<file path="src/rtl/hazard_ctrl.sv">
// Hazard and sequencing controller for the five-stage pipeline: stall/flush enables, memory-wait freeze with timeout trap, EX forwarding.
// Optional performance counters (o_stall_cnt, o_flush_cnt) are built only when HAZARD_PERF_EN is defined.
module hazard_ctrl #(
  parameter int MEM_TIMEOUT = 255
) (
  input  logic        i_clk,
  input  logic        i_rst_n,
  input  logic [4:0]  i_id_rs,
  input  logic [4:0]  i_id_rt,
  input  logic [4:0]  i_ex_rs,
  input  logic [4:0]  i_ex_rt,
  input  logic        i_ex_memread,
  input  logic        i_mem_regwrite,
  input  logic        i_wb_regwrite,
  input  logic [4:0]  i_mem_rd,
  input  logic [4:0]  i_wb_rd,
  input  logic        i_mem_branch_taken,
  input  logic        i_mem_access,
  input  logic        i_dmem_ready,
  output logic        o_pc_en,
  output logic        o_ifid_en,
  output logic        o_idex_en,
  output logic        o_exmem_en,
  output logic        o_memwb_en,
  output logic        o_ifid_flush,
  output logic        o_idex_flush,
  output logic        o_exmem_flush,
  output logic [1:0]  o_fwd_a,
  output logic [1:0]  o_fwd_b,
`ifdef HAZARD_PERF_EN
  output logic        o_mem_timeout,
  output logic [31:0] o_stall_cnt,
  output logic [31:0] o_flush_cnt
`else
  output logic        o_mem_timeout
`endif
);

  typedef enum logic [1:0] {S_RUN, S_MWAIT, S_TOUT} state_t;

  localparam logic [15:0] LP_TIMEOUT = MEM_TIMEOUT[15:0];

  state_t      r_state;
  state_t      w_next_state;
  logic [15:0] r_wait_cnt;
  logic [15:0] w_next_wait_cnt;
  logic        r_mem_timeout;
  logic        w_freeze;
  logic        w_loaduse;
  logic        w_branch_sel;

  always_ff @(posedge i_clk or negedge i_rst_n) begin
    if (!i_rst_n) begin
      r_state       <= S_RUN;
      r_wait_cnt    <= 16'd0;
      r_mem_timeout <= 1'b0;
    end else begin
      r_state       <= w_next_state;
      r_wait_cnt    <= w_next_wait_cnt;
      r_mem_timeout <= (w_next_state == S_TOUT);
    end
  end

  // wait_cnt holds the number of not-ready cycles already seen in this wait
  always_comb begin
    w_next_state    = r_state;
    w_next_wait_cnt = r_wait_cnt;
    case (r_state)
      S_RUN: begin
        if (i_mem_access && !i_dmem_ready) begin
          w_next_state    = S_MWAIT;
          w_next_wait_cnt = 16'd1;
        end
      end
      S_MWAIT: begin
        if (i_dmem_ready) begin
          w_next_state    = S_RUN;
          w_next_wait_cnt = 16'd0;
        end else if (r_wait_cnt == LP_TIMEOUT) begin
          w_next_state = S_TOUT;
        end else begin
          w_next_wait_cnt = r_wait_cnt + 16'd1;
        end
      end
      S_TOUT: begin
        w_next_state = S_TOUT;
      end
      default: begin
        w_next_state    = S_RUN;
        w_next_wait_cnt = 16'd0;
      end
    endcase
  end

  assign w_freeze  = (r_state == S_TOUT) || (i_mem_access && !i_dmem_ready);
  assign w_loaduse = i_ex_memread && (i_ex_rt != 5'd0) &&
                     ((i_ex_rt == i_id_rs) || (i_ex_rt == i_id_rt));
  assign w_branch_sel = i_rst_n && !w_freeze && i_mem_branch_taken;

  // Freeze defers branch and load-use: their sources sit in the frozen registers
  always_comb begin
    o_pc_en       = 1'b1;
    o_ifid_en     = 1'b1;
    o_idex_en     = 1'b1;
    o_exmem_en    = 1'b1;
    o_memwb_en    = 1'b1;
    o_ifid_flush  = 1'b0;
    o_idex_flush  = 1'b0;
    o_exmem_flush = 1'b0;
    if (!i_rst_n) begin
      o_pc_en       = 1'b0;
      o_ifid_en     = 1'b0;
      o_idex_en     = 1'b0;
      o_exmem_en    = 1'b0;
      o_memwb_en    = 1'b0;
      o_ifid_flush  = 1'b1;
      o_idex_flush  = 1'b1;
      o_exmem_flush = 1'b1;
    end else if (w_freeze) begin
      o_pc_en    = 1'b0;
      o_ifid_en  = 1'b0;
      o_idex_en  = 1'b0;
      o_exmem_en = 1'b0;
      o_memwb_en = 1'b0;
    end else if (i_mem_branch_taken) begin
      o_ifid_flush  = 1'b1;
      o_idex_flush  = 1'b1;
      o_exmem_flush = 1'b1;
    end else if (w_loaduse) begin
      o_pc_en      = 1'b0;
      o_ifid_en    = 1'b0;
      o_idex_flush = 1'b1;
    end
  end

  always_comb begin
    o_fwd_a = 2'b00;
    o_fwd_b = 2'b00;
    if (i_rst_n) begin
      if (i_mem_regwrite && (i_mem_rd != 5'd0) && (i_mem_rd == i_ex_rs))
        o_fwd_a = 2'b10;
      else if (i_wb_regwrite && (i_wb_rd != 5'd0) && (i_wb_rd == i_ex_rs))
        o_fwd_a = 2'b01;
      if (i_mem_regwrite && (i_mem_rd != 5'd0) && (i_mem_rd == i_ex_rt))
        o_fwd_b = 2'b10;
      else if (i_wb_regwrite && (i_wb_rd != 5'd0) && (i_wb_rd == i_ex_rt))
        o_fwd_b = 2'b01;
    end
  end

  assign o_mem_timeout = r_mem_timeout;

`ifdef HAZARD_PERF_EN
  logic [31:0] r_stall_cnt;
  logic [31:0] r_flush_cnt;

  always_ff @(posedge i_clk or negedge i_rst_n) begin
    if (!i_rst_n) begin
      r_stall_cnt <= 32'd0;
      r_flush_cnt <= 32'd0;
    end else begin
      if (!o_pc_en && (r_stall_cnt != 32'hFFFF_FFFF))
        r_stall_cnt <= r_stall_cnt + 32'd1;
      if (w_branch_sel && (r_flush_cnt != 32'hFFFF_FFFF))
        r_flush_cnt <= r_flush_cnt + 32'd1;
    end
  end

  assign o_stall_cnt = r_stall_cnt;
  assign o_flush_cnt = r_flush_cnt;
`else
  logic w_unused_branch_sel;
  assign w_unused_branch_sel = w_branch_sel;
`endif

endmodule
</file>
<file path="config.mk">
export PLATFORM = sky130hd
export DESIGN_NAME = hazard_ctrl
export DESIGN_NICKNAME = d
export VERILOG_FILES = /design/src/rtl/hazard_ctrl.sv
export SDC_FILE = /design/constraint.sdc
export NUM_CORES = 1
export LEC_CHECK = 0
export ABC_AREA = 1
export CORE_ASPECT_RATIO = 1.1
export CORE_MARGIN = 2
export CORE_UTILIZATION = 35
export DETAILED_ROUTE_END_ITERATION = 7
export PLACE_DENSITY = 0.58
export SLEW_MARGIN = 10
export SYNTH_ARGS = -nofsm -noshare
export SYNTH_HDL_FRONTEND = slang
export SYNTH_SLANG_ARGS = --single-unit
</file>
<file path="constraint.sdc">
create_clock -name i_clk -period 2.5 [get_ports i_clk]
set_clock_uncertainty 0.2 [all_clocks]
set_input_delay 0.75 -clock i_clk [delete_from_list [all_inputs] [get_ports i_clk]]
set_output_delay 0.75 -clock i_clk [all_outputs]
set_load 0.02 [all_outputs]
</file>
==> out/metrics.yaml <==
run_status:
  status: "finished, violations left"
  violations: "setup timing"
logic_synthesis:
  avgSynthCellArea_um2: 6.184
  syn_inst: 297
  netlist.area_leader.share_pct: 25.89
  syn_area_mm2: 0.001837
  ys_types: 27
  synth_warnings: 0
  synth_area_leader_cell: "dfrtp_1"
  synthesis.nets: 336
  ys_seq_area_share_pct: 25.89
  synthTopCellsByArea: "dfrtp_1 26%, nand2_1 20%, nor2_1 7.8%, inv_1 7.6%, nand3_1 6.8%"
  ys_ff_latch: 19
global_routing:
  grt_max_degree: 20
  grt_use_met2_pct: 32.97
  grt_pass1_vias: 1900
  grt_usage_pct: 18.32
  busiest_layer: "met2"
  grtUsageMet3_pct: 1.389
  gr-total-overflow: 0
  met1_usage_pct: 22.77
  grt_pass1_wl_um: 8542
  grt_antenna_before_repair: 0
finish:
  syn2layout_area_growth_pct: 45.16
  nets: 405
  fin_util_pct: 52.97
  insertedDiodeCount: 0
  mostFrequentLayoutCell: "nand2_1"
  final_cell_mix: "89 x nand2_1, 29 x inv_1, 28 x nor2_1"
  layout-drive-gt1-share_pct: 33.70
  fill_cells: 516
  regArea_um2: 475.5
  multi_input_area_mm2: 0.001301
sta:
  fmax_mhz: 375.2
  layout_min_cycle_time_ns: 2.666
  finalCritPeriodShare_pct: 106.6
  hold_slack_ns: 0.3026
  fin_ws_ns: -0.1656
  setup-violations-final: 7
  finalHoldViolCount: 0
  rsz0062_at_grt: "yes"
  worst_slew_pin_slew_ns: 0.3152
  slew_headroom_pct: 78.93
  drv_slew: 0
floorplanning:
  dieWidth_um: 73.07
  ios: 51
  initial_core_util_pct: 36.49
  die_h_um: 79.98
  coreArea_mm2: 0.005034
  rows: 27
  design.die.area_mm2: 0.005844
clock_network:
  cts-htree-levels: 1
  clkSlewWorstSetupHoldPaths_ns: 0.07
  clockRootBuffer: "clkbuf_8"
  postCtsHoldBufs: 0
  clock_sinks: 19
  clk_latency_ns: 0.25
  cts_tree: "done"
  clockBufferDepth: 2
  cts_buffers: 3
setup_path:
  rr_worst_depth: 9
  rr_endpoint: "r_wait_cnt[1]"
  worstSetupStartpointType: "primary input"
  path_class: "primary input to primary output"
  arrival_ns: 1.72
  path_max_fanout: 4
  required_ns: 1.55
  r2r_slack_ns: 0.63
  crit_path_end_kind: "primary output"
  r2r-start: "r_wait_cnt[0]"
power_and_ir_drop:
  ir_drop_mv: 0.3009
  power.total_w: 0.0008403
  p_leak_nw: 1.410
  pwr_density_cell_mw_per_mm2: 315.1
place:
  io_buffers: 50
  preCtsSetupSlack_ns: -1.037
  place.gp.congestion: 0.8492
  hpwl_um: 3969
run:
  cap_viol_max_count: 0
routing:
  wl_per_cell_um: 12.26
  ant_nets: 0
  drt-pass1-iter-count: 4
  post-route-drc-count: 0
  vias_per_cell: 4.844
  drt-total-wl_um: 5186
  drtIter0Drc: 52
  vias: 2049
hold_path:
  holdPathEnd: "r_state[0]"
  min_delay_path_depth: 1
  hold_path.startpoint: "r_state[0]"
  worstHoldPathType: "register to register"
==> worst max-delay path, cell delays in order <==
cell     delay (ns)
buf_6          0.09
buf_6          0.12
xnor2_2        0.14
nand2_1        0.10
nor2_1         0.12
nand3_2        0.11
nor2_2         0.14
buf_6          0.14
==> how the worst max path moves through the flow <==
stage                           start      endpoint  slack (ns)  depth (start not counted)
after CTS                  i_ex_rt[1]    o_fwd_b[1]       -0.15                          8
after global placement    i_mem_rd[0]    o_fwd_b[1]       -1.02                          8
final                      i_ex_rt[1]    o_fwd_b[1]       -0.17                          8
after detailed placement   i_ex_rt[3]  o_idex_flush       -1.04                         10
after floorplan            i_ex_rt[2]       o_pc_en      0.0007                          9
after global routing       i_ex_rt[1]    o_fwd_b[1]       -0.20                          8
==> what timing repair did <==
action	CTS	global route
pin swaps	52	31
setup endpoints to repair	12	12
resized for setup	220	25
buffers inserted	0	1
==> state kept, by name, indices dropped and copies added (netlist names) <==
signal         cells
o_mem_timeout      1
r_wait_cnt        16
r_state            2
==> per-stage QoR <==
step                      instances  setup TNS [ns]  instance area, um2
final                           423         -0.6054                2666
after CTS                       422         -0.6529                2611
after global placement          418          -10.41                2534
after floorplan                 297               0                1879
after detailed placement        418          -10.49                2534
after global routing            423          -1.054                2666
==> layout make-up <==
type / instances / share of cell area [%]
clock buffers: 3 / 1.549
clock inverters: 1 / 0.1877
inverters: 40 / 5.819
multi-input cells: 229 / 48.80
flip-flops and latches: 19 / 17.83
well taps: 58 / 2.722
repair buffers: 73 / 23.09
==> cell usage after synthesis, drive strengths merged <==
cell type	instances
a21oi	3
buf	5
clkbuf	4
clkinv	1
dfrtp	19
ha	1
inv	39
nand2	100
nand3	27
nand3b	3
nand4	18
nor2	42
nor3	2
o21ai	6
o21bai	2
o22ai	1
o31ai	1
or2	4
xnor2	10
xor2	9
==> routing by layer <==
layer,vias to the layer above,share of wire [%]
met5,-,0
met4,0,2.1
met3,10,4.5
met2,52,50
met1,916,43
li1,1071,-
==> power by group <==
part | internal, W | switching, W | leakage [nW] | total, W
Clock | 0.000111 | 0.000104 | 0.0255 | 0.000215
Sequential | 0.000316 | 0.00000921 | 0.261 | 0.000325
Combinational | 0.000141 | 0.000159 | 1.12 | 0.000300
Total | 0.000568 | 0.000272 | 1.41 | 0.000840
==> logic make-up (layout without fill, tap and decap cells) <==
| logic type | Yosys count | count (layout) | share of synthesized area (%) |
|---|---|---|---|
| and+or+nand+nor | 196 | 196 | 48.64 |
| buffers and inverters | 49 | 117 | 11.72 |
| xor gates and xnor gates | 19 | 19 | 9.060 |
| DFF | 19 | 19 | 25.89 |
| AOI/OAI and AO/OA | 13 | 13 | 4.018 |
| adders and majority gates | 1 | 1 | 0.6811 |
Power figures use the tool's default switching activity.
